File: src/rtl/uart_msg_engine.sv
// uart_msg_engine
//   Traffic controller placed between the byte-level uart_rx and uart_tx cores.
//   After reset it sends a fixed banner string. The banner is sent again every
//   PERIOD_CYC cycles, and also on request. Received bytes are buffered in a
//   small FIFO and echoed back between banners. Bytes that arrive while the
//   FIFO is full are counted and raise a sticky overflow flag.
//
// Parameters
//   MSG_LEN     banner length in bytes (1..255)
//   MSG         banner string; byte 0 is the most significant byte
//   PERIOD_CYC  cycles between automatic banners; 0 disables them
//   FIFO_DEPTH  echo FIFO depth in bytes (power of 2, >= 2)
//
// Ports
//   clk, rst_n                  clock, asynchronous active-low reset
//   rx_data_i/rx_valid_i        byte from uart_rx (single-cycle valid)
//   rx_ready_o                  FIFO has room for a byte
//   tx_data_o/tx_valid_o        byte to uart_tx
//   tx_ready_i                  uart_tx accepts the byte this edge
//   msg_start_i                 one-cycle banner request
//   busy_o                      banner in progress
//   overflow_o                  sticky: at least one byte dropped
//   drop_cnt_o                  dropped-byte count, saturating at 255
//
// Build option
//   UART_MSG_ECHO_CRLF_EN  when defined, an echoed 0x0D is followed by an
//                          internally generated 0x0A.
//
// state | meaning
// ------+--------------------------------------------------------------
// IDLE  | just out of reset; leaves for MSG on the first edge
// MSG   | sending the banner, byte index idx_q
// WAIT  | echoing FIFO bytes; starts a banner when one is pending

module uart_msg_engine #(
  parameter int unsigned            MSG_LEN    = 20,
  parameter logic [MSG_LEN*8-1:0]   MSG        = "hello tang nano 9K\r\n",
  parameter int unsigned            PERIOD_CYC = 27000000,
  parameter int unsigned            FIFO_DEPTH = 16
) (
  input  logic       clk,
  input  logic       rst_n,
  input  logic [7:0] rx_data_i,
  input  logic       rx_valid_i,
  output logic       rx_ready_o,
  output logic [7:0] tx_data_o,
  output logic       tx_valid_o,
  input  logic       tx_ready_i,
  input  logic       msg_start_i,
  output logic       busy_o,
  output logic       overflow_o,
  output logic [7:0] drop_cnt_o
);

  localparam int unsigned    AW       = $clog2(FIFO_DEPTH);
  localparam logic [AW:0]    DEPTH_C  = FIFO_DEPTH[AW:0];
  localparam logic [7:0]     LAST_IDX = MSG_LEN[7:0] - 8'd1;
  localparam bit             PER_EN   = (PERIOD_CYC != 0);
  localparam logic [31:0]    PER_LAST = PERIOD_CYC - 32'd1;

  typedef enum logic [1:0] {IDLE, MSG_S, WAIT} state_t;

  state_t      state_q, state_d;
  logic [7:0]  idx_q, idx_d;
  logic [7:0]  tx_data_q, tx_data_d;
  logic        tx_valid_q, tx_valid_d;
  logic        busy_q, busy_d;
  logic        pending_q, pending_d;
  logic [31:0] per_cnt_q, per_cnt_d;
  logic        overflow_q;
  logic [7:0]  drop_cnt_q;

  logic [7:0]  mem_q [FIFO_DEPTH];
  logic [AW-1:0] wr_ptr_q, rd_ptr_q;
  logic [AW:0]   count_q;

  logic xfer, push, pop, enter, req, expire, fifo_empty, crlf_go;

`ifdef UART_MSG_ECHO_CRLF_EN
  logic crlf_q, crlf_d;
`endif

  function automatic logic [7:0] msg_byte(input logic [7:0] i);
    return MSG[(MSG_LEN - 1 - 32'(i)) * 8 +: 8];
  endfunction

  assign rx_ready_o = (count_q != DEPTH_C);
  assign fifo_empty = (count_q == '0);
  assign push       = rx_valid_i && rx_ready_o;
  assign xfer       = tx_valid_q && tx_ready_i;

`ifdef UART_MSG_ECHO_CRLF_EN
  assign crlf_go = xfer && crlf_q;
`else
  assign crlf_go = 1'b0;
`endif

  always_comb begin
    state_d    = state_q;
    idx_d      = idx_q;
    tx_data_d  = tx_data_q;
    tx_valid_d = tx_valid_q;
    busy_d     = busy_q;
    pending_d  = pending_q;
    per_cnt_d  = per_cnt_q;
    pop        = 1'b0;
    enter      = 1'b0;
    req        = 1'b0;
    expire     = 1'b0;
`ifdef UART_MSG_ECHO_CRLF_EN
    crlf_d     = crlf_q;
`endif
    case (state_q)
      IDLE: enter = 1'b1;
      MSG_S: begin
        pending_d = pending_q || msg_start_i;
        if (xfer) begin
          if (idx_q == LAST_IDX) begin
            tx_valid_d = 1'b0;
            busy_d     = 1'b0;
            state_d    = WAIT;
          end else begin
            idx_d     = idx_q + 8'd1;
            tx_data_d = msg_byte(idx_q + 8'd1);
          end
        end
      end
      WAIT: begin
        if (PER_EN) begin
          if (per_cnt_q == PER_LAST) expire = 1'b1;
          else                       per_cnt_d = per_cnt_q + 32'd1;
        end
        // expiry and msg_start can start a banner on the same edge; the flag
        // only remembers a request that has to wait for an echo in flight
        req       = pending_q || msg_start_i || expire;
        pending_d = req;
        if (crlf_go) begin
          // tx_valid stays high: the generated LF follows the CR back-to-back
          tx_data_d = 8'h0A;
`ifdef UART_MSG_ECHO_CRLF_EN
          crlf_d    = 1'b0;
`endif
        end else if (!tx_valid_q && req) begin
          enter = 1'b1;
        end else if ((!tx_valid_q || xfer) && !req && !fifo_empty) begin
          pop        = 1'b1;
          tx_valid_d = 1'b1;
          tx_data_d  = mem_q[rd_ptr_q];
`ifdef UART_MSG_ECHO_CRLF_EN
          crlf_d     = (mem_q[rd_ptr_q] == 8'h0D);
`endif
        end else if (xfer) begin
          tx_valid_d = 1'b0;
        end
      end
      default: state_d = IDLE;
    endcase

    if (enter) begin
      state_d    = MSG_S;
      idx_d      = 8'd0;
      tx_data_d  = msg_byte(8'd0);
      tx_valid_d = 1'b1;
      busy_d     = 1'b1;
      pending_d  = 1'b0;
      per_cnt_d  = 32'd0;
    end
  end

  always_ff @(posedge clk or negedge rst_n) begin
    if (!rst_n) begin
      state_q    <= IDLE;
      idx_q      <= 8'd0;
      tx_data_q  <= 8'd0;
      tx_valid_q <= 1'b0;
      busy_q     <= 1'b0;
      pending_q  <= 1'b0;
      per_cnt_q  <= 32'd0;
    end else begin
      state_q    <= state_d;
      idx_q      <= idx_d;
      tx_data_q  <= tx_data_d;
      tx_valid_q <= tx_valid_d;
      busy_q     <= busy_d;
      pending_q  <= pending_d;
      per_cnt_q  <= per_cnt_d;
    end
  end

`ifdef UART_MSG_ECHO_CRLF_EN
  always_ff @(posedge clk or negedge rst_n) begin
    if (!rst_n) crlf_q <= 1'b0;
    else        crlf_q <= crlf_d;
  end
`endif

  always_ff @(posedge clk or negedge rst_n) begin
    if (!rst_n) begin
      wr_ptr_q <= '0;
      rd_ptr_q <= '0;
      count_q  <= '0;
    end else begin
      if (push) wr_ptr_q <= wr_ptr_q + 1'b1;
      if (pop)  rd_ptr_q <= rd_ptr_q + 1'b1;
      case ({push, pop})
        2'b10:   count_q <= count_q + 1'b1;
        2'b01:   count_q <= count_q - 1'b1;
        default: count_q <= count_q;
      endcase
    end
  end

  always_ff @(posedge clk) begin
    if (push) mem_q[wr_ptr_q] <= rx_data_i;
  end

  always_ff @(posedge clk or negedge rst_n) begin
    if (!rst_n) begin
      overflow_q <= 1'b0;
      drop_cnt_q <= 8'd0;
    end else if (rx_valid_i && !rx_ready_o) begin
      overflow_q <= 1'b1;
      if (drop_cnt_q != 8'hFF) drop_cnt_q <= drop_cnt_q + 8'd1;
    end
  end

  assign tx_data_o  = tx_data_q;
  assign tx_valid_o = tx_valid_q;
  assign busy_o     = busy_q;
  assign overflow_o = overflow_q;
  assign drop_cnt_o = drop_cnt_q;

endmodule

File: config.mk
export PLATFORM = sky130hd
export DESIGN_NAME = uart_msg_engine
export DESIGN_NICKNAME = d
export VERILOG_FILES = /design/src/rtl/uart_msg_engine.sv
export SDC_FILE = /design/constraint.sdc
export NUM_CORES = 1
export LEC_CHECK = 0
export BUFFER_PORTS_ARGS = -buffer_cell sky130_fd_sc_hd__buf_2
export CORE_MARGIN = 3
export CORE_UTILIZATION = 62
export DETAILED_ROUTE_END_ITERATION = 10
export PLACE_DENSITY_LB_ADDON = 0.2
export SYNTH_ARGS = -nofsm -noshare
export SYNTH_HDL_FRONTEND = slang
export SYNTH_SLANG_ARGS = --single-unit
File: constraint.sdc
create_clock -name clk -period 3.7 [get_ports clk]
set_input_delay 0.37 -clock clk [delete_from_list [all_inputs] [get_ports clk]]
set_output_delay 0.37 -clock clk [all_outputs]
set_load 0.005 [all_outputs]
Word-level counts from Yosys, hierarchy flattened:

Memory sizes are Yosys's and may differ from the RTL's.
Cells that the tools add are included.

* register bits: 75
* bits in writable memories: 128
* input bits: 13
* output and inout bits: 20
* logic and storage cells: 106
* memories: 1

* add/sub/neg operators: 8
* eq/ne operators: 17
* shifts and indexed selects: 1
* muxes and demuxes: 38
* reduce and logical (&&, ||, !) cells: 29

Memories
* mem_q: depth 16, bits a word 8, rd ports 1, clocked after memory_dff 0, write ports 1, RTL line 73 `logic [7:0] mem_q [FIFO_DEPTH];`

Operators with widths (number)
* variable part select 160 x 33 -> 8 bit, first input constant: 1
* two-way mux 32 bit: 3
* two-way mux 8 bit: 9
* adder 32 x 1 -> 32 bit, second input constant: 1
* equality test 32 x 25 -> 1 bit, second input constant: 1
* two-way mux 1 bit: 17
* adder 8 x 1 -> 8 bit, second input constant: 2
* one-hot mux 8 bit (2 select lines): 1
* inequality test 3 bit, second input constant: 5
* one-hot mux 5 bit (2 select lines): 1
* AND reduction 5 bit: 2
* nonzero test 2 bit: 5
* AND reduction 3 bit: 3
* subtractor 5 x 8 -> 9 bit, first input constant: 1
* adder 4 x 1 -> 4 bit, second input constant: 2
* equality test 8 x 5 -> 1 bit, second input constant: 1
* inequality test 8 bit, second input constant: 1
* logical AND 1 bit: 6
* two-way mux 2 bit: 3
* one-hot mux 1 bit (2 select lines): 3
* adder 5 x 1 -> 5 bit, second input constant: 1
* zero test 5 bit: 1
* inequality test 5 bit, second input constant: 1
* subtractor 5 x 1 -> 5 bit, second input constant: 1
* 12 further kinds: 21

Logic depth before layout (Yosys ltp):

Gate-level depths: netlist of run 1.

* depth after elaboration: 12
* gate-level depth with buffers: 15
* gate-level depth less buffers: 13

Least setup slack after synthesis of run 1:

No wires, ideal clock.

* path kind: register to register
* start point: register per_cnt_q[0]
* end point: register count_q[4]
* library setup time: 0.125 ns
* data arrival time: 3.036 ns
* data required time: 3.575 ns
* path slack: 0.539 ns
* stages on the path, launching flop included: 16
* path buffers: 2
* period minus slack after synthesis: 3.161 ns
* cell sequence: dfrtp_1 -> ha_1 -> nand2_1 -> or2_1 -> buf_2 -> or4_4 -> buf_6 -> nand2_1 -> a2111oi_2 -> ha_1 -> fa_1 -> a21o_1 -> a21oi_1 -> xor2_1 -> nor2_1 -> xor2_1

* cells in the longest elaborated chain, start to end: 12
* elaborated cells on any way between the ends: 15
* classes of those cells: eq/ne: 3; mux: 6; reduce/logical: 6

Ends and longest elaborated chain
* start, declared: RTL line 69 `logic [31:0] per_cnt_q, per_cnt_d;`
* start signal, assigned: RTL line 186 `per_cnt_q <= per_cnt_d;`
* equality test 32 x 25 -> 1 bit *: RTL line 130 `if (per_cnt_q == PER_LAST) expire = 1'b1;`
* two-way mux 1 bit *: RTL line 130
* two-way mux 1 bit *: RTL line 113 `case (state_q)`
* logical OR 1 bit *: RTL line 135 `req = pending_q || msg_start_i || expire;`
* zero test 1 bit: RTL line 145 `end else if ((!tx_valid_q || xfer) && !req && !fifo_empty) begin`
* logical AND 1 bit (2 in series): RTL line 145
* two-way mux 1 bit: RTL line 145
* two-way mux 1 bit *: RTL line 143 `end else if (!tx_valid_q && req) begin`
* two-way mux 1 bit *: RTL line 113
* named net pop: RTL line 77 `logic xfer, push, pop, enter, req, expire, fifo_empty, crlf_go;`
* equality test 2 x 1 -> 1 bit / equality test 2 bit (equally long branches): RTL line 205 `case ({push, pop})`
* one-hot mux 5 bit (2 select lines) / nonzero test 2 bit (equally long branches)
* end signal, assigned: RTL line 206 `2'b10: count_q <= count_q + 1'b1;`
* end signal, assigned: RTL line 207 `2'b01: count_q <= count_q - 1'b1;`
* end signal, assigned: RTL line 208 `default: count_q <= count_q;`
* end, declared: RTL line 75 `logic [AW:0] count_q;`

The timed path passes the listed nets; every way through them passes the cells marked *. The select of a mux whose other input is x is not followed.
A chain may end at the register's enable or synchronous reset.

Final worst setup path of run 1:

* start point: register per_cnt_q[22]
* end point: register count_q[4]

Same word-level chain as after synthesis.

==> results by group, run 1 <==
Layout
  – Layout cells sized above 1: 0.195
  – Final cell area excluding filler cells: roughly 0.010 mm²
  – Final antenna diode count: 0
  – Area added between synthesis and finish: 10.5%
  – Final #Nets: roughly 740
  – Final instance count without filler cells: between 900 and 1000
  – Final standard cell utilization of the core: 0.703

Logic synthesis
  – Dominant cell by count in the synthesized netlist: sky130_fd_sc_hd__edfxtp_1
  – Ys Warns: 0
  – Number of unique standard cell types used by synthesis: 69
  – Most instantiated flip-flop cell in the synthesis netlist: sky130_fd_sc_hd__edfxtp_1
  – Biggest area contributors in the synthesized netlist: sky130_fd_sc_hd__edfxtp_1 41%, sky130_fd_sc_hd__dfrtp_1 20%, sky130_fd_sc_hd__mux4_2 9.7%
  – Post-Syn Area: slightly above 0.009 mm²
  – Share of synthesized area occupied by flip-flops and latches: 0.616
  – Mapped Nets: ~700
  – Cell count after synthesis: about 670
  – Area leader, netlist: sky130_fd_sc_hd__edfxtp_1
  – Count of flip-flops with a built-in enable after synthesis: 128
  – Average footprint of a synthesized cell: roughly 14 µm²
  – Proportion of netlist area held by the largest area contributor: 0.414
  – Async set-reset flop share out of synthesis: 0.369
  – Commonest cells post-synth: 128 x sky130_fd_sc_hd__edfxtp_1, 75 x sky130_fd_sc_hd__dfrtp_1, 57 x sky130_fd_sc_hd__nand2_1, 55 x sky130_fd_sc_hd__nor2_1, 40 x sky130_fd_sc_hd__mux4_2
  – Flip-flop and latch count after synthesis: slightly above 200

STA
  – Endpoints failing setup: 0
  – Hold Violations, Final: 0
  – Fin crit period: ~3500 ps
  – Worst-case headroom to the max-slew limit: 0.372
  – Hold slack final: roughly 11 ps
  – Least setup slack across all paths after layout: approximately 230 ps
  – Final setup skew: 12.0 ps
  – Accumulated negative setup slack: 0 ps
  – Unrepaired setup endpoints after global routing: no
  – Highest attainable clock frequency: 288 MHz
  – Number of max-slew violations in the final report: 0
  – Least-Margin Pin Slew: 943 ps
  – Fraction of the cycle the final worst path needs: 0.937

Global route
  – First-pass GRT wire length: around 31000 µm
  – Total global routing overflow: 0
  – Vias in the first global route: 5715
  – Pin count of the biggest net entering global routing: 76
  – Total global-route track usage: 0.238
  – Number of antenna violations at the first check in global routing: 0

Critical path
  – Startpoint type of the worst setup path: flip-flop
  – CP Depth: 12
  – Register-to-Register Path Depth: 12
  – Required time at the endpoint of the critical path: between 4000 and 5000 ps
  – Arrival time worst endpoint: approximately 3800 ps
  – Crit path max-delay family: simple AND/OR/NAND/NOR gates
  – CP dominant cell by count: sky130_fd_sc_hd__xor2_1
  – Cell with the biggest individual delay on the critical path: sky130_fd_sc_hd__or4_4
  – Highest fanout seen on the critical path: 7
  – Slowest Stage Delay on Critical Path: 630 ps
  – Worst reg2reg path startpoint: per_cnt_q[22]
  – R2R setup slack: 230 ps
  – List of cells traversed by the critical path: nor4_1 > nand4b_1 > or4_4 > nand2_1 > a2111oi_2 > ha_1 > fa_1 > a21o_1 > a21oi_1 > xor2_1 > nor2_1 > xor2_1
  – Count of buffering cells on the critical path with inverters included: 0
  – Terminus of the critical flop-to-flop path: count_q[4]
  – Critical path start-end classification: reg2reg
  – Critical path capture point type: flip-flop

Floorplan
  – I/O pins: 33
  – Die boundary width: 128 µm
  – Cell Rows: between 40 and 50
  – Floorplan die area: 0.0165 mm²
  – Initial core utilization: 0.636
  – Core Area: around 0.015 mm²
  – Overall die height: approximately 130 µm

Drt
  – Drt initial violations: 490
  – Via density per instance: 6.14
  – Post-route ant nets: 0
  – Drt total wl: between 15000 and 20000 µm
  – Total vias in the final route: 5571
  – Detailed-routing iteration count for the pre-antenna-repair pass: 5
  – DR WL/cell: about 21 µm
  – Residual DRC count: 0

Clocking
  – Maximum level of the CTS H-tree: 1
  – # resized after CTS: 0
  – Post-CTS setup buffer count: 0
  – Clock tree from TritonCTS: done
  – Count of hold-fix buffers inserted at cts: 0
  – Worst skew pair latency: ~500 ps
  – Max clock buf depth: 3
  – Clk slew on worst S/H paths: approximately 60 ps
  – # clock sinks: a little over 200
  – Clock root buffer master: sky130_fd_sc_hd__clkbuf_16
  – Number of CTS-inserted buffers: 21

Power and ir drop
  – Max IR drop VDD: around 0.48 mV
  – Power density relative to cell area: between 600 and 700 mW/mm²
  – Lkg Pwr: 3.79 nW
  – Power, Total: approximately 6.8 mW

Placed design
  – Half-perimeter wire length after placement: around 12000 µm
  – Global placer's final weighted congestion: just over 0.9
  – Standard cell area after detailed placement: around 0.0097 mm²
  – Worst slack, placed: between 300 and 400 ps
  – I/O Buffers: 32
  – Placed instance count: between 800 and 900

Outcome
  – Run status: complete, no violations

Run
  – Max-cap violations: 0

Hold path
  – Hold crit path type: in2async
worst register-to-register path: cells and delay by family, from the launching register on:
kind                     cells  cell delay, ps
AO/OA/AOI/OAI                3             400
flip-flops                   1             430
adder cells (fa/ha/maj)      2             730
XOR/XNOR                     2             320
AND/OR/NAND/NOR              5            1470
sequential cells by signal, indices dropped and copies added, names as in the netlist:
name / count
drop_cnt_o: 8
mem_q: 128
busy_o: 1
wr_ptr_q: 4
rd_ptr_q: 4
overflow_o: 1
idx_q: 8
tx_valid_o: 1
tx_data_o: 8
per_cnt_q: 32
pending_q: 1
state_q: 2
count_q: 5
worst max path at each step:
stage               slack (ps)    endpoint           from
CTS                        280  count_q[4]  per_cnt_q[22]
detailed placement         330  count_q[4]  per_cnt_q[22]
global route                10  count_q[4]  per_cnt_q[22]
floorplan                  540  count_q[4]   per_cnt_q[0]
finish                     230  count_q[4]  per_cnt_q[22]
global placement           430  count_q[4]  per_cnt_q[22]
where the power goes:
group / switching [mW] / internal (mW)
clock network: 0.810 / 1.04
registers: 0.240 / 2.72
logic: 1.13 / 0.815
total: 2.18 / 4.57
placed cells by master, fill, tap and decap left out, types with 3 or more instances in the layout:
cell type / n
sky130_fd_sc_hd__clkbuf_16: 21
sky130_fd_sc_hd__nor4_1: 6
sky130_fd_sc_hd__and3_1: 4
sky130_fd_sc_hd__nand3_1: 24
sky130_fd_sc_hd__nor3_1: 14
sky130_fd_sc_hd__edfxtp_1: 128
sky130_fd_sc_hd__mux2_2: 4
sky130_fd_sc_hd__mux4_2: 40
sky130_fd_sc_hd__clkinv_1: 5
sky130_fd_sc_hd__nand2b_1: 6
sky130_fd_sc_hd__xnor2_1: 25
sky130_fd_sc_hd__nor3b_1: 3
sky130_fd_sc_hd__xor2_1: 36
sky130_fd_sc_hd__nand4b_1: 3
sky130_fd_sc_hd__a21oi_1: 18
sky130_fd_sc_hd__ha_1: 13
sky130_fd_sc_hd__nand2_1: 57
sky130_fd_sc_hd__nor2b_1: 6
sky130_fd_sc_hd__or3_1: 4
sky130_fd_sc_hd__nor2_1: 55
sky130_fd_sc_hd__a31oi_1: 3
sky130_fd_sc_hd__dfrtp_1: 74
sky130_fd_sc_hd__o21ai_0: 29
sky130_fd_sc_hd__inv_1: 14
sky130_fd_sc_hd__buf_2: 31
sky130_fd_sc_hd__and2_1: 4
sky130_fd_sc_hd__buf_4: 15
sky130_fd_sc_hd__o22ai_1: 3
sky130_fd_sc_hd__clkbuf_1: 5
sky130_fd_sc_hd__a21o_1: 3
sky130_fd_sc_hd__nand4_1: 14
sky130_fd_sc_hd__clkinv_2: 4
cells by family (layout without fill, tap and decap cells):
| logic type | count (synthesis) | count (layout) | share of synthesized area |
|---|---|---|---|
| compound gates | 85 | 85 | 0.0635 |
| xor+xnor | 61 | 61 | 0.0575 |
| fa+ha+maj | 14 | 14 | 0.0197 |
| buf+inv | 49 | 98 | 0.0225 |
| flops | 203 | 203 | 0.616 |
| mux | 46 | 46 | 0.104 |
| simple gates | 216 | 216 | 0.117 |
per-layer routing:
layer	share of wire	GRT usage	routed length, µm	vias up
met5	0	0	0	-
li1	-	-	-	2585
met4	0.038	0.0843	700	0
met1	0.40	0.321	7460	2794
met2	0.51	0.398	9580	148
met3	0.049	0.0407	922	44
cell type report:
| cell class | instances | area [µm²] |
|---|---|---|
| flip-flops and latches | 203 | 5720 |
| well taps | 184 | 230 |
| inverters | 14 | 52.6 |
| clock inverters | 11 | 56.3 |
| fillers | 966 | 4330 |
| multi-input cells | 422 | 3370 |
| repair buffers | 47 | 288 |
| clock buffers | 26 | 544 |
(Power assumes the default switching activity.)
==> run 2: changes to the inputs <==
- ABC_AREA: default -> 1
- TNS_END_PERCENT: default -> 1
==> run 2 against run 1 <==
Maximum frequency grew 7.9%. Final area grew 5.8%. Utilization grew 0.30 points. Global-route usage grew 0.74 points. Clock-buffer cell count grew 7. Die area grew 5.7%. Synthesized cell count grew 51%. Area after synthesis grew 6.0%. Power grew 4.5%. Largest power group unchanged. Combinational power grew 3%.
==> results by group, run 2 <==
Global route
  – Total global-route track usage: 0.246 (+0.00737)
  – First-pass GRT wire length: 34900 µm (+14%)
  – Pin count of the biggest net entering global routing: 76 (unchanged)
  – Vias in the first global route: 6949 (+22%)
  – Total global routing overflow: 0 (unchanged)
  – Number of antenna violations at the first check in global routing: 0 (unchanged)

Logic synthesis
  – Number of unique standard cell types used by synthesis: 51 (-26%)
  – Area leader, netlist: sky130_fd_sc_hd__edfxtp_1
  – Dominant cell by count in the synthesized netlist: sky130_fd_sc_hd__nand2_1
  – Largest family of logic cells by synthesized area: simple AND/OR/NAND/NOR gates
  – Most instantiated flip-flop cell in the synthesis netlist: sky130_fd_sc_hd__edfxtp_1
  – Async set-reset flop share out of synthesis: 0.369 (unchanged)
  – Commonest cells post-synth: 224 x sky130_fd_sc_hd__nand2_1, 128 x sky130_fd_sc_hd__edfxtp_1, 94 x sky130_fd_sc_hd__nor2_1, 84 x sky130_fd_sc_hd__nand3_1, 75 x sky130_fd_sc_hd__dfrtp_1
  – Flip-flop and latch count after synthesis: 203 (unchanged)
  – Average footprint of a synthesized cell: 9.69 µm² (-30%)
  – Complex-gate fraction of the synthesized area: 0.0937 (+0.0302)
  – Share of synthesized area occupied by flip-flops and latches: 0.581 (-0.0348)
  – Post-Syn Area: 0.00984 mm² (+6.0%)
  – Mux contribution to synthesized area: 0.00114 (-0.103)
  – Simple-gate share of the synthesized area: 0.218 (+0.101)
  – Mapped Nets: 1043 (+49%)
  – Ys Warns: 0 (unchanged)
  – Biggest area contributors in the synthesized netlist: sky130_fd_sc_hd__edfxtp_1 39%, sky130_fd_sc_hd__dfrtp_1 19%, sky130_fd_sc_hd__nand2_1 8.5%
  – Cell count after synthesis: 1016 (+51%)
  – Adder and majority gate portion of the synthesized area: 0.0186 (-0.00111)
  – Post-Synth XOR/XNOR Area: 0.0381 (-0.0194)
  – Proportion of netlist area held by the largest area contributor: 0.391 (-0.0234)
  – Count of flip-flops with a built-in enable after synthesis: 128 (unchanged)

Clocking
  – Post-CTS setup buffer count: 0 (unchanged)
  – Clock root buffer master: sky130_fd_sc_hd__clkbuf_16
  – Maximum level of the CTS H-tree: 1 (unchanged)
  – Worst skew pair latency: 500 ps (about the same)
  – Clock tree from TritonCTS: done
  – # clock sinks: 203 (unchanged)
  – # resized after CTS: 0 (unchanged)
  – Max clock buf depth: 3 (unchanged)
  – Clk slew on worst S/H paths: 70 ps (about the same)
  – Number of CTS-inserted buffers: 21 (unchanged)
  – Count of hold-fix buffers inserted at cts: 0 (unchanged)

Power and ir drop
  – Max IR drop VDD: 0.453 mV (-5.3%)
  – Power density relative to cell area: 650 mW/mm² (-1.2%)
  – Lkg Pwr: 4.36 nW (+15%)

Layout
  – Final instance count without filler cells: 1269 (+40%)
  – Final antenna diode count: 0 (unchanged)
  – Fill count: 1168 (+21%)
  – Top register by number of flip-flops: mem_q
  – Area added between synthesis and finish: 10.3%
  – Most frequent cells in the layout: 224 x sky130_fd_sc_hd__nand2_1, 128 x sky130_fd_sc_hd__edfxtp_1, 94 x sky130_fd_sc_hd__nor2_1
  – Final #Nets: 1071 (+46%)
  – Layout cells sized above 1: 0.109 (-0.0863)
  – Most common cell after layout, fill and taps aside: sky130_fd_sc_hd__nand2_1
  – Leading registers by flop count: mem_q (128), per_cnt_q (32)
  – Number of flip-flops under the largest register name: 128 (unchanged)

STA
  – Least-Margin Pin Slew: 940 ps (-3.19 ps)
  – Fraction of the cycle the final worst path needs: 0.868 (-0.0689)
  – Final setup skew: 13.3 ps (+1.36 ps)
  – Fin crit period: 3210 ps (-255 ps)
  – Number of max-slew violations in the final report: 0 (unchanged)
  – Hold Violations, Final: 0 (unchanged)
  – Worst-case headroom to the max-slew limit: 0.374 (+0.00213)
  – Accumulated negative setup slack: 0 ps (unchanged)
  – Endpoints failing setup: 0 (unchanged)
  – Highest attainable clock frequency: 311 MHz (+7.9%)
  – Unrepaired setup endpoints after global routing: no

Drt
  – Post-route ant nets: 0 (unchanged)
  – Detailed-routed wire length on met3: 1890 µm (+100%)
  – Total vias in the final route: 7371 (+32%)
  – DR WL/cell: 17.0 µm (-17%)
  – Uppermost layer routed: met4
  – Residual DRC count: 0 (unchanged)
  – Met2 routed WL: 9800 µm (+2.3%)
  – Wire length the detailed router placed on met1: 9540 µm (+28%)
  – Drt total wl: 21600 µm (+16%)
  – Detailed-routing iteration count for the pre-antenna-repair pass: 5 (unchanged)
  – Drt initial violations: 777 (+59%)
  – Via density per instance: 5.81 (-5.4%)

Floorplan
  – Initial core utilization: 0.640 (+0.00376)
  – Cell Rows: 45 (+2.3%)
  – Floorplan die area: 0.0174 mm² (+5.7%)
  – Overall die height: 132 µm (+2.8%)
  – Die boundary width: 132 µm (+2.8%)
  – I/O pins: 33 (unchanged)
  – Core Area: 0.0154 mm² (+5.4%)

Critical path
  – Highest fanout seen on the critical path: 6 (-1)
  – Startpoint type of the worst setup path: flip-flop
  – Critical path start-end classification: reg2reg
  – Arrival time worst endpoint: 3590 ps (-240 ps)
  – Critical path capture point type: flip-flop
  – Required time at the endpoint of the critical path: 4080 ps (+20 ps)

Placed design
  – Global placer's final weighted congestion: 1.05 (+15%)
  – Half-perimeter wire length after placement: 14200 µm (+18%)
  – Placed instance count: 1232 (+42%)
  – I/O Buffers: 32 (unchanged)

Hold path
  – Hold crit path type: in2async

Outcome
  – Run status: complete, no violations

Run
  – Max-cap violations: 0 (unchanged)
-- run 2: cell count changes after synthesis, moves of 10 or more --
cell and change:
sky130_fd_sc_hd__nand2_1 +167, sky130_fd_sc_hd__nand3_1 +60, sky130_fd_sc_hd__inv_1 +51, sky130_fd_sc_hd__mux4_2 -40, sky130_fd_sc_hd__nor2_1 +39, sky130_fd_sc_hd__a21oi_1 +25
sky130_fd_sc_hd__o21ai_0 +25, sky130_fd_sc_hd__xnor2_1 -17, sky130_fd_sc_hd__nor3_1 +16, sky130_fd_sc_hd__o21ai_1 +11, sky130_fd_sc_hd__nand2_2 +10, sky130_fd_sc_hd__o22ai_1 +10
-- run 2: final timing paths --
check | cells past startpoint | slack, ps | from | end
max | 18 | 490 | per_cnt_q[0] | count_q[4]
min | 1 | 20 | rst_n | idx_q[2]
max reg2reg | 18 | 490 | per_cnt_q[0] | count_q[4]
min reg2reg | 1 | 460 | overflow_o | overflow_o
max in group asynchronous | 1 | 3020 | rst_n | rd_ptr_q[0]
min in group clk | 3 | 250 | tx_ready_i | state_q[1]
-- run 2: logic make-up (layout without fill, tap and decap cells) --
family / after synthesis / in the layout
muxes: 1 / 1
DFF: 203 / 203
adders and majority gates: 14 / 14
AOI/OAI and AO/OA: 159 / 159
buffers and inverters: 114 / 156
xor gates and xnor gates: 42 / 42
and+or+nand+nor: 483 / 483
-- run 2: layout make-up --
type / instances / area [µm²] / area share
Clock inverter: 4 / 51.3 / 0.00473
Sequential cell: 203 / 5720 / 0.527
Inverter: 77 / 294 / 0.0271
Multi-Input combinational cell: 699 / 3640 / 0.335
Tap cell: 211 / 264 / 0.0243
Timing Repair Buffer: 42 / 238 / 0.0219
Clock buffer: 33 / 652 / 0.0600
-- run 2: power by group --
part,switching [mW],internal [mW],leakage [nW]
Combinational,1.33,0.680,1.90
Sequential,0.196,2.73,2.11
Clock,0.840,1.28,0.343
Total,2.37,4.69,4.36
-- run 2: worst max-delay path, cell delays in order, from the launching register on --
cell                       delay, ps
sky130_fd_sc_hd__dfrtp_1         340
sky130_fd_sc_hd__ha_1            150
sky130_fd_sc_hd__inv_1           100
sky130_fd_sc_hd__nor3_4          250
sky130_fd_sc_hd__nand3b_1         90
sky130_fd_sc_hd__nor2_1          190
sky130_fd_sc_hd__nand2_1         120
sky130_fd_sc_hd__nand3b_1        140
sky130_fd_sc_hd__inv_1            50
sky130_fd_sc_hd__nand2_1         120
sky130_fd_sc_hd__inv_1           100
sky130_fd_sc_hd__ha_1            280
sky130_fd_sc_hd__fa_1            440
sky130_fd_sc_hd__a21o_1          180
sky130_fd_sc_hd__a21oi_1         120
sky130_fd_sc_hd__inv_1            60
sky130_fd_sc_hd__a21oi_1         110
sky130_fd_sc_hd__o21ai_0         110
sky130_fd_sc_hd__xor2_1          150
-- run 2: metrics by stage --
stage	util	instance area, µm²	power, mW	hold slack [ps]	setup WS (ps)
final	0.706	10900	7.06	23.6	488
after global routing	0.706	10900	7.47	119	204
after CTS	0.706	10900	7.07	67.0	487
after detailed placement	0.661	10200	4.97	454	513
after global placement	0.661	10200	4.91	453	605
after floorplan	-	9840	4.47	74.4	904
-- run 2: per-layer routing --
metal | GRT usage | vias up
met4 | 0.0665 | 0
met3 | 0.0435 | 43
met2 | 0.389 | 302
met5 | 0 | -
met1 | 0.356 | 3452
li1 | - | 3574
==> run 3: changes to the inputs <==
- CORE_UTILIZATION: 62 -> 67
- clock period: 3.7 -> 3.8 ns (I/O delays scaled with it)
==> run 3 against run 2 <==
Final cell count shrank 2.4%. Largest cell class unchanged. Die area fell by 7.1%. Combinational power shrank 3%. Clock skew about the same. First-iteration DRC count is 18% higher. Critical path type unchanged. Clock-buffer cell count is 5 lower. Routed wire length rose by 1.8%. Final area decreased by 0.84%. Non-clock buffer count is 1 lower. Register-to-register slack gained 140 ps. Sequential cell count is the same. Setup slack improved by 140 ps.
==> results by group, run 3 (synthesized netlist as in run 2, its figures left out) <==
Clocking
  – # resized after CTS: 0 (unchanged)
  – Number of CTS-inserted buffers: 21 (unchanged)
  – Clock root buffer master: sky130_fd_sc_hd__clkbuf_16
  – Clk slew on worst S/H paths: 60 ps (about the same)
  – # clock sinks: 203 (unchanged)
  – Max clock buf depth: 3 (unchanged)
  – Maximum level of the CTS H-tree: 1 (unchanged)
  – Count of hold-fix buffers inserted at cts: 0 (unchanged)
  – Clock tree from TritonCTS: done
  – Post-CTS setup buffer count: 0 (unchanged)
  – Worst skew pair latency: 500 ps (about the same)

Global route
  – Vias in the first global route: 7120 (+2.5%)
  – Total global-route track usage: 0.278 (+0.0318)
  – First-pass GRT wire length: 35900 µm (+2.8%)
  – Total global routing overflow: 0 (unchanged)
  – Number of antenna violations at the first check in global routing: 0 (unchanged)
  – Pin count of the biggest net entering global routing: 76 (unchanged)

Layout
  – Most common cell after layout, fill and taps aside: sky130_fd_sc_hd__nand2_1
  – Final antenna diode count: 0 (unchanged)
  – Area taken by flip-flops and latches: 0.00572 mm² (unchanged)
  – Area added between synthesis and finish: 9.40%
  – Layout cells sized above 1: 0.104 (-0.00473)
  – Final instance count without filler cells: 1238 (-2.4%)
  – Fill count: 957 (-18%)
  – Final #Nets: 1070 (-0.093%)
  – Leading registers by flop count: mem_q (128), per_cnt_q (32)
  – Most frequent cells in the layout: 224 x sky130_fd_sc_hd__nand2_1, 128 x sky130_fd_sc_hd__edfxtp_1, 94 x sky130_fd_sc_hd__nor2_1
  – Top register by number of flip-flops: mem_q
  – Number of flip-flops under the largest register name: 128 (unchanged)
  – Final standard cell utilization of the core: 0.764 (+0.0574)
  – Area of the multi-input gates: 0.00364 mm² (unchanged)

Power and ir drop
  – Sequential share of power: 0.425 (+0.010)
  – Max IR drop VDD: 0.581 mV (+28%)
  – Power density relative to cell area: 626 mW/mm² (-3.7%)
  – Logic gate share of total power: 0.289 (+0.004)
  – Net switching power: 2.32 mW (-2.2%)
  – Clock network fraction of total power: 0.286 (-0.014)
  – Lkg Pwr: 4.33 nW (-0.68%)
  – Power, Total: 6.74 mW (-4.6%)
  – Internal power: 4.42 mW (-5.7%)
  – Switching part of the total power: 0.344 (+0.00810)

STA
  – Fraction of the cycle the final worst path needs: 0.836 (-0.0326)
  – Worst-case headroom to the max-slew limit: 0.382 (+0.00797)
  – Endpoints failing setup: 0 (unchanged)
  – Final setup skew: 13.5 ps (+0.112 ps)
  – Highest attainable clock frequency: 315 MHz (+1.2%)
  – Accumulated negative setup slack: 0 ps (unchanged)
  – Unrepaired setup endpoints after global routing: no
  – Number of max-slew violations in the final report: 0 (unchanged)
  – Hold Violations, Final: 0 (unchanged)
  – Least setup slack across all paths after layout: 625 ps (+137 ps)
  – Least-Margin Pin Slew: 928 ps (-12.0 ps)
  – Fin crit period: 3180 ps (-37.0 ps)

Critical path
  – Register-to-Register Path Depth: 18 (unchanged)
  – Required time at the endpoint of the critical path: 4170 ps (+90 ps)
  – Critical path start-end classification: reg2reg
  – Critical path capture point type: flip-flop
  – Highest fanout seen on the critical path: 6 (unchanged)
  – R2R setup slack: 620 ps (+140 ps)
  – Terminus of the critical flop-to-flop path: count_q[4]
  – Arrival time worst endpoint: 3540 ps (-50 ps)
  – Worst reg2reg path startpoint: per_cnt_q[29]
  – Startpoint type of the worst setup path: flip-flop

Hold path
  – Hold crit path type: in2async

Drt
  – Via density per instance: 6.12 (+5.4%)
  – Drt initial violations: 919 (+18%)
  – Post-route ant nets: 0 (unchanged)
  – Detailed-routing iteration count for the pre-antenna-repair pass: 9 (+4)
  – Total vias in the final route: 7581 (+2.8%)
  – DR WL/cell: 17.8 µm (+4.4%)
  – Drt total wl: 22000 µm (+1.8%)
  – Residual DRC count: 0 (unchanged)

Placed design
  – Global placer's final weighted congestion: 0.940 (-11%)
  – Placed instance count: 1200 (-2.6%)
  – I/O Buffers: 32 (unchanged)
  – Worst slack, placed: 622 ps (+109 ps)
  – Half-perimeter wire length after placement: 14600 µm (+3.0%)

Floorplan
  – I/O pins: 33 (unchanged)
  – Cell Rows: 43 (-4.4%)
  – Floorplan die area: 0.0162 mm² (-7.1%)
  – Core Area: 0.0141 mm² (-8.3%)
  – Overall die height: 127 µm (-3.6%)
  – Die boundary width: 127 µm (-3.6%)
  – Initial core utilization: 0.698 (+0.0579)

Outcome
  – Run status: complete, no violations

Run
  – Max-cap violations: 0 (unchanged)
==> run 3: changes by cell type in the layout (fill, tap and decap cells not counted) <==
cell / before / now
sky130_fd_sc_hd__clkinv_4: 0 / 1
sky130_fd_sc_hd__clkinv_2: 1 / 2
sky130_fd_sc_hd__clkbuf_1: 5 / 6
sky130_fd_sc_hd__clkbuf_16: 22 / 21
sky130_fd_sc_hd__clkbuf_8: 6 / 1
sky130_fd_sc_hd__inv_8: 0 / 1
sky130_fd_sc_hd__clkinv_1: 2 / 6
sky130_fd_sc_hd__clkinvlp_4: 1 / 0
sky130_fd_sc_hd__buf_4: 11 / 9
sky130_fd_sc_hd__buf_12: 0 / 1
==> run 3: final cells by class <==
class,instances,area share
repair buffers,41,0.0225
clock inverters,10,0.00779
inverters,77,0.0273
flip-flops and latches,203,0.531
multi-input cells,699,0.338
clock buffers,28,0.0522
well taps,180,0.0209
==> run 3: worst max-delay path, cell delays in order (launching register included) <==
cell and delay, ps:
sky130_fd_sc_hd__dfrtp_1 380, sky130_fd_sc_hd__inv_2 100, sky130_fd_sc_hd__nand2_1 70, sky130_fd_sc_hd__nor3_1 210
sky130_fd_sc_hd__nand2_1 110, sky130_fd_sc_hd__nor2_1 170, sky130_fd_sc_hd__nand2_1 120, sky130_fd_sc_hd__nand3b_1 150
sky130_fd_sc_hd__inv_1 50, sky130_fd_sc_hd__nand2_1 130, sky130_fd_sc_hd__inv_1 120, sky130_fd_sc_hd__ha_1 280
sky130_fd_sc_hd__fa_1 420, sky130_fd_sc_hd__a21o_1 180, sky130_fd_sc_hd__a21oi_1 110, sky130_fd_sc_hd__inv_1 60
sky130_fd_sc_hd__a21oi_1 110, sky130_fd_sc_hd__o21ai_0 110, sky130_fd_sc_hd__xor2_1 160
==> run 3: through the flow <==
step | hold slack [ps] | area, µm²
CTS | 71.6 | 10800
global route | 99.7 | 10800
floorplan | 84.4 | 9840
detailed placement | 452 | 10100
finish | 22.0 | 10800
global placement | 447 | 10100
==> run 3: power groups by stage <==
stage | registers, mW | logic, mW | clock network (mW)
after CTS | 2.86 | 1.94 | 1.93
after global routing | 2.90 | 2.22 | 2.04
after floorplan | 2.86 | 1.50 | 0
after detailed placement | 2.90 | 1.93 | 0
final | 2.87 | 1.95 | 1.92
after global placement | 2.89 | 1.90 | 0
==> run 3: worst max path at each step <==
stage          slack [ps]          to     startpoint
2_1_floorplan        1000  count_q[4]   per_cnt_q[0]
3_3_place_gp          740  count_q[4]  per_cnt_q[25]
3_5_place_dp          620  count_q[4]   per_cnt_q[0]
4_1_cts               610  count_q[4]   per_cnt_q[0]
5_1_grt               240  count_q[4]  per_cnt_q[29]
6_report              620  count_q[4]  per_cnt_q[29]
==> run 3: layer usage <==
metal  GRT usage  vias to the layer above  wire [µm]
li1            -                     3576          -
met1       0.387                     3590       9070
met2       0.452                      362      10400
met3      0.0497                       53       1890
met4      0.0839                        0        633
met5           0                        -          0
